$ cat config.mk
export PLATFORM = sky130hd
export DESIGN_NAME = surface_normal_sequencer
export DESIGN_NICKNAME = d
export VERILOG_FILES = /design/src/rtl/surface_normal_sequencer.sv
export SDC_FILE = /design/constraint.sdc
export NUM_CORES = 2
export LEC_CHECK = 0
export BUFFER_PORTS_ARGS = -buffer_cell sky130_fd_sc_hd__buf_2
export CAP_MARGIN = 20
export CORE_ASPECT_RATIO = 0.75
export CORE_UTILIZATION = 57
export CTS_CLUSTER_SIZE = 10
export DETAILED_ROUTE_END_ITERATION = 8
export HOLD_SLACK_MARGIN = 0.06
export PLACE_DENSITY = 0.8
export SLEW_MARGIN = 20
export SYNTH_ARGS = -nofsm -noshare
export SYNTH_HDL_FRONTEND = slang
export SYNTH_SLANG_ARGS = --single-unit
$ cat constraint.sdc
create_clock -name clk -period 34.9 [get_ports clk]
set_input_delay 1.745 -clock clk [delete_from_list [all_inputs] [get_ports clk]]
set_output_delay 1.745 -clock clk [all_outputs]
set_load 0.01 [all_outputs]
$ cat src/rtl/surface_normal_sequencer.sv
// Time-multiplexes one sceneQuery pipeline over the four tetrahedral SDF samples
// of a surface normal and accumulates the unnormalised normal and light vector.
module surface_normal_sequencer #(
    parameter logic [31:0] EPS        = 32'h00004189,
    parameter int          SQ_LATENCY = 8
) (
    input  logic        clk,
    input  logic        rst,
    input  logic        in_valid,
    output logic        in_ready,
    input  logic [95:0] in_p,
    input  logic [95:0] in_light_pos,
    output logic        sq_valid,
    output logic [95:0] sq_pos,
    input  logic        sq_result_valid,
    input  logic [31:0] sq_dist,
    output logic        out_valid,
    input  logic        out_ready,
    output logic [95:0] out_normal,
    output logic [95:0] out_light_vec
);

    localparam int CW = (SQ_LATENCY < 2) ? 2 : $clog2(SQ_LATENCY + 1);

    // Bit k is set when component of tetrahedron vertex h_k is positive.
    localparam logic [3:0] SIGN_X = 4'b1001;
    localparam logic [3:0] SIGN_Y = 4'b1010;
    localparam logic [3:0] SIGN_Z = 4'b1100;

    typedef enum logic [2:0] {S_DRAIN, S_IDLE, S_ISSUE, S_WAIT, S_DONE} state_t;

    state_t        state_q;
    logic [CW-1:0] drainCnt_q;
    logic [1:0]    issueIdx_q;
    logic [2:0]    resCnt_q, resCnt_d;
    logic [95:0]   p_q;
    logic          sqValid_q;
    logic [95:0]   sqPos_q;
    logic [31:0]   accX_q, accY_q, accZ_q;
    logic [31:0]   accX_d, accY_d, accZ_d;
    logic [95:0]   lightVec_q;
    logic          resTake;

    function automatic logic [31:0] offsetComp(input logic [31:0] v, input logic plus);
        return plus ? v + EPS : v - EPS;
    endfunction

    function automatic logic [95:0] samplePos(input logic [95:0] p, input logic [1:0] k);
        return {offsetComp(p[95:64], SIGN_X[k]),
                offsetComp(p[63:32], SIGN_Y[k]),
                offsetComp(p[31:0],  SIGN_Z[k])};
    endfunction

    function automatic logic [31:0] signedAdd(input logic [31:0] acc, input logic plus,
                                              input logic [31:0] d);
        return plus ? acc + d : acc - d;
    endfunction

    // Results are only meaningful while a job is in flight; anything else is stale.
    always_comb begin
        resTake  = sq_result_valid && (state_q == S_ISSUE || state_q == S_WAIT)
                   && (resCnt_q != 3'd4);
        resCnt_d = resCnt_q;
        accX_d   = accX_q;
        accY_d   = accY_q;
        accZ_d   = accZ_q;
        if (resTake) begin
            resCnt_d = resCnt_q + 3'd1;
            accX_d   = signedAdd(accX_q, SIGN_X[resCnt_q[1:0]], sq_dist);
            accY_d   = signedAdd(accY_q, SIGN_Y[resCnt_q[1:0]], sq_dist);
            accZ_d   = signedAdd(accZ_q, SIGN_Z[resCnt_q[1:0]], sq_dist);
        end
    end

    always_ff @(posedge clk or posedge rst) begin
        if (rst) begin
            state_q    <= S_DRAIN;
            drainCnt_q <= CW'(SQ_LATENCY);
            issueIdx_q <= 2'd0;
            resCnt_q   <= 3'd0;
            p_q        <= '0;
            sqValid_q  <= 1'b0;
            sqPos_q    <= '0;
            accX_q     <= '0;
            accY_q     <= '0;
            accZ_q     <= '0;
            lightVec_q <= '0;
        end else begin
            resCnt_q <= resCnt_d;
            accX_q   <= accX_d;
            accY_q   <= accY_d;
            accZ_q   <= accZ_d;
            case (state_q)
                S_DRAIN: begin
                    if (drainCnt_q <= CW'(1)) begin
                        state_q <= S_IDLE;
                    end else begin
                        drainCnt_q <= drainCnt_q - CW'(1);
                    end
                end
                S_IDLE: begin
                    if (in_valid) begin
                        p_q        <= in_p;
                        lightVec_q <= {in_light_pos[95:64] - in_p[95:64],
                                       in_light_pos[63:32] - in_p[63:32],
                                       in_light_pos[31:0]  - in_p[31:0]};
                        resCnt_q   <= 3'd0;
                        accX_q     <= '0;
                        accY_q     <= '0;
                        accZ_q     <= '0;
                        issueIdx_q <= 2'd0;
                        sqValid_q  <= 1'b1;
                        sqPos_q    <= samplePos(in_p, 2'd0);
                        state_q    <= S_ISSUE;
                    end
                end
                S_ISSUE: begin
                    if (issueIdx_q == 2'd3) begin
                        sqValid_q <= 1'b0;
                        state_q   <= (resCnt_d == 3'd4) ? S_DONE : S_WAIT;
                    end else begin
                        issueIdx_q <= issueIdx_q + 2'd1;
                        sqPos_q    <= samplePos(p_q, issueIdx_q + 2'd1);
                    end
                end
                S_WAIT: begin
                    if (resCnt_d == 3'd4) begin
                        state_q <= S_DONE;
                    end
                end
                S_DONE: begin
                    if (out_ready) begin
                        state_q <= S_IDLE;
                    end
                end
                default: state_q <= S_DRAIN;
            endcase
        end
    end

    assign in_ready      = (state_q == S_IDLE);
    assign out_valid     = (state_q == S_DONE);
    assign sq_valid      = sqValid_q;
    assign sq_pos        = sqPos_q;
    assign out_normal    = {accX_q, accY_q, accZ_q};
    assign out_light_vec = lightVec_q;

endmodule

==> Flow_metrics.wiki <==
{| class="wikitable"
! Metric !! Value
|-
| Run status || completed
|-
| Fillers || 4,775
|-
| Wire per inst || 19.4 microns
|-
| Starting density of the core || 58.3%
|-
| Via total after detailed routing || 30,800
|-
| DRC Markers || 0
|-
| Buffer and inverter count on the worst path || 1
|-
| Standard cell area after detailed placement || 35,200 sq um
|-
| Most frequent cells in the layout || 553 x sky130_fd_sc_hd__nand2_1, 519 x sky130_fd_sc_hd__buf_2, 405 x sky130_fd_sc_hd__o21ai_0, 396 x sky130_fd_sc_hd__dfrtp_1, 394 x sky130_fd_sc_hd__a21oi_1
|-
| Pin count of the biggest net entering global routing || 233
|-
| 1st-pass router iterations || 6
|-
| Number of antenna-violating nets in the routed design || 0
|-
| CTS tree || done
|-
| Number of vias per cell || 5.94
|-
| Antenna violations before repair || 15
|-
| Total Wirelength || 101 mm
|-
| Total global routing overflow || 0
|-
| IO Pins || 520
|-
| Vertical die dimension || 207 microns
|-
| CTS sink cnt || 397
|-
| Area of the die || 57,200 sq um
|-
| Element type at the critical path end || register
|-
| Count of distinct cell types in the synthesized netlist || 73
|-
| Number of buffers inserted to repair setup after CTS || 0
|-
| Most frequent CP cell || sky130_fd_sc_hd__a21o_1
|-
| Crit path required time || 35.40 ns
|-
| TritonCTS Buffers || 47
|-
| Via count of the first global-routing pass || 28,100
|-
| Placed cell count || 5,112
|-
| Achievable Freq || 154 MHz
|-
| Setup repair after global routing missed its margin || false
|-
| Number of maximum-capacitance violations || 0
|-
| Non-Filler Cell Area, Final || 36,600 sq um
|-
| Area share of the largest cell type after synthesis || 30.9%
|-
| Hold Crit Class || register to register
|-
| Arrival time of data at the critical path endpoint || 7.00 ns
|-
| Transition time at the pin with the least slew margin || 1.09 ns
|-
| Pre-CTS WS || 28.02 ns
|-
| Worst path max stage delay || 0.54 ns
|-
| HPWL after detailed placement || 76.1 mm
|-
| Row Count || 74
|-
| Final worst slack || 28.40 ns
|-
| Highest-delay cell along the critical path || sky130_fd_sc_hd__a2111oi_0
|-
| Area growth syn-to-layout || 14.1%
|-
| Power Dens Cells || 121 nW/um^2
|-
| Area of the core region || 55,000 sq um
|-
| Clock slew at reported path FFs || 0.06 ns
|-
| Final net count || 4,977
|-
| Period utilisation layout || 18.6%
|-
| Chip width || 276 microns
|-
| Wire length of the first global-routing pass || 156 mm
|-
| Cell taking the most area after synthesis || sky130_fd_sc_hd__dfrtp_1
|-
| Number of pins with negative max-slew slack in the final report || 0
|-
| CP Class || input port to register
|-
| Clk_lat worst skew || 0.60 ns
|-
| Number of DRC markers in iteration 0 || 2,902
|-
| Worst Setup Start Kind || input port
|-
| Hold slack || 0.471 ns
|-
| Commonest non-fill, non-tap cell in the layout || sky130_fd_sc_hd__nand2_1
|-
| Final Hold Fails || 0
|-
| Ordered cell list for the critical path || buf_2 > nor4_1 > nand3_1 > or3_1 > or3_1 > or2_2 > nor3_1 > nor2_1 > xor2_1 > ha_1 > a21o_1 > a21o_1 > a21o_1 > a21oi_1 > o41ai_1 > a2111oi_0 > o21ai_0 > a21oi_2 > mux2i_1
|-
| Peak ir drop on the vdd network || 0.0000866 V
|-
| Share of final-layout standard cells stronger than drive strength 1 || 14.5%
|-
| Slew margin rel. || 27.3%
|-
| Skew final || 0.0281 ns
|-
| Most frequently used flop master after synthesis || sky130_fd_sc_hd__dfrtp_1
|-
| Part of the Yosys area used for sequential elements || 31.0%
|-
| Warning count from the yosys run || 0
|-
| Count of instances resized after the clock tree is built || 0
|-
| Min Clock Period, post-route || 6.50 ns
|-
| Final total negative setup slack || 0 ns
|-
| Total of flip-flops plus latches after synthesis || 397
|-
| Worst path top cell family by delay || simple AND/OR/NAND/NOR gates
|-
| Clock Tree Buf Depth || 3
|-
| Largest fanout on the critical path || 6
|-
| Synth top area cells || sky130_fd_sc_hd__dfrtp_1 31%, sky130_fd_sc_hd__ha_1 12%, sky130_fd_sc_hd__xnor2_1 6.7%
|-
| IO buf count || 519
|-
| Number of synthesized flops with an enable pin || 0
|-
| Synthesized instance count || 4,007
|-
| Static leakage || 17.9 nW
|-
| Total global-route track usage || 34.2%
|-
| Number of H-tree branching levels || 2
|-
| Final Instance Count excl. Fillers || 5,192
|-
| Final setup viols || 0
|-
| GP Congestion || 0.998
|-
| Net count of the mapped netlist || 4,545
|-
| Async S/R FF share, synth || 100%
|-
| Per-instance average area after synthesis || 8.00 sq um
|-
| Cell area after synthesis || 32,100 sq um
|-
| Root buffer cell || sky130_fd_sc_hd__clkbuf_16
|-
| Cts-stage hold buffer count || 0
|}
layer usage:
| metal | wire [microns] | share of wire (%) | GRT usage (%) |
|---|---|---|---|
| met2 | 41400 | 41 | 48.8 |
| met5 | 53 | 0.053 | 0 |
| met4 | 3410 | 3.4 | 11.5 |
| met1 | 46400 | 46 | 50.9 |
| met3 | 9280 | 9.2 | 7.18 |
synth_stat cells (9+ instances only):
master                      number
sky130_fd_sc_hd__a2111oi_0      11
sky130_fd_sc_hd__a211o_1        12
sky130_fd_sc_hd__a211oi_1       41
sky130_fd_sc_hd__a21o_1        132
sky130_fd_sc_hd__a21oi_1       394
sky130_fd_sc_hd__a311oi_1        9
sky130_fd_sc_hd__a31oi_1        30
sky130_fd_sc_hd__and2_1         12
sky130_fd_sc_hd__and3_1         30
sky130_fd_sc_hd__and4_1         10
sky130_fd_sc_hd__buf_1          20
sky130_fd_sc_hd__clkbuf_1      135
sky130_fd_sc_hd__dfrtp_1       396
sky130_fd_sc_hd__fa_1            9
sky130_fd_sc_hd__ha_1          300
sky130_fd_sc_hd__inv_1         183
sky130_fd_sc_hd__nand2_1       555
sky130_fd_sc_hd__nand2b_1       61
sky130_fd_sc_hd__nand3_1        57
sky130_fd_sc_hd__nand4_1        27
sky130_fd_sc_hd__nor2_1        333
sky130_fd_sc_hd__nor2b_1        43
sky130_fd_sc_hd__nor3_1         82
sky130_fd_sc_hd__nor3b_1        16
sky130_fd_sc_hd__nor4_1         24
sky130_fd_sc_hd__o211ai_1       15
sky130_fd_sc_hd__o21a_1         42
sky130_fd_sc_hd__o21ai_0       405
sky130_fd_sc_hd__o21bai_1       31
sky130_fd_sc_hd__o22ai_1        18
sky130_fd_sc_hd__o31ai_1        19
sky130_fd_sc_hd__or2_2          18
sky130_fd_sc_hd__or3_1          27
sky130_fd_sc_hd__xnor2_1       246
sky130_fd_sc_hd__xor2_1        151
registers in the layout (all words and copies together) (netlist names):
name and count:
out_light_vec 96, issueIdx_q 2, drainCnt_q 4, sq_pos 96, sq_valid 1, accX_q 32
resCnt_q 3, accY_q 32, p_q 96, accZ_q 32, state_q 3
cell type report:
type	instances	area [sq um]	share of cell area [%]
antenna	13	32.5	0.0890
timing repair buffer	540	2780	7.60
clock inverter	5	40.0	0.109
tap	722	903	2.47
multi-input combinational	3270	20900	57.2
inverter	183	694	1.90
clock buffer	62	1280	3.51
sequential	397	9940	27.2
cells by family after synthesis:
| group | count (synthesis) | synth area share [%] |
|---|---|---|
| fa+ha+maj | 309 | 12.3 |
| simple gates | 1323 | 18.7 |
| buf+inv | 340 | 3.99 |
| flops | 397 | 31.0 |
| xor+xnor | 397 | 10.8 |
| compound gates | 1227 | 22.7 |
| mux | 14 | 0.461 |
stage by stage:
step                utilization [%]  total power, mW
floorplan                         -             3.09
global placement               64.0             3.84
detailed placement             64.0             3.89
CTS                            66.4             4.37
global route                   66.5             4.80
finish                         66.5             4.42
worst reg2reg max path, cell delays in order, from the launching register on:
cell                      delay [ns]
sky130_fd_sc_hd__dfrtp_1        0.38
sky130_fd_sc_hd__ha_1           0.57
sky130_fd_sc_hd__xor2_1         0.28
sky130_fd_sc_hd__buf_4          0.23
sky130_fd_sc_hd__inv_1          0.48
sky130_fd_sc_hd__ha_1           0.51
sky130_fd_sc_hd__a21o_1         0.12
sky130_fd_sc_hd__a21oi_1        0.12
sky130_fd_sc_hd__o21a_1         0.22
sky130_fd_sc_hd__nor4b_1        0.70
sky130_fd_sc_hd__o31ai_1        0.27
sky130_fd_sc_hd__or3_1          0.43
sky130_fd_sc_hd__a21oi_1        0.31
sky130_fd_sc_hd__a31oi_1        0.20
sky130_fd_sc_hd__nor2_1         0.17
sky130_fd_sc_hd__mux2_2         0.36
sky130_fd_sc_hd__a21oi_1        0.14
power breakdown:
part / switching (mW) / leakage (nW) / internal, mW / total [mW]
Combinational: 1.87 / 12.4 / 1.25 / 3.13
Sequential: 0.150 / 4.86 / 0.688 / 0.838
Clock: 0.203 / 0.649 / 0.254 / 0.456
Total: 2.23 / 17.9 / 2.20 / 4.42
path summary, 6_finish.rpt:
check	startpoint	to	slack (ns)	cells after the start
setup / recovery	sq_dist[8]	accZ_q[31]	28.40	19
hold / removal	out_light_vec[60]	out_light_vec[60]	0.47	2
setup reg to reg	issueIdx_q[1]	sq_pos[95]	29.34	16
hold reg to reg	out_light_vec[60]	out_light_vec[60]	0.47	2
max in group asynchronous	rst	out_light_vec[29]	31.65	4
min in group asynchronous	rst	accZ_q[2]	1.29	2
Note: power is estimated with default switching activity, not from simulation.
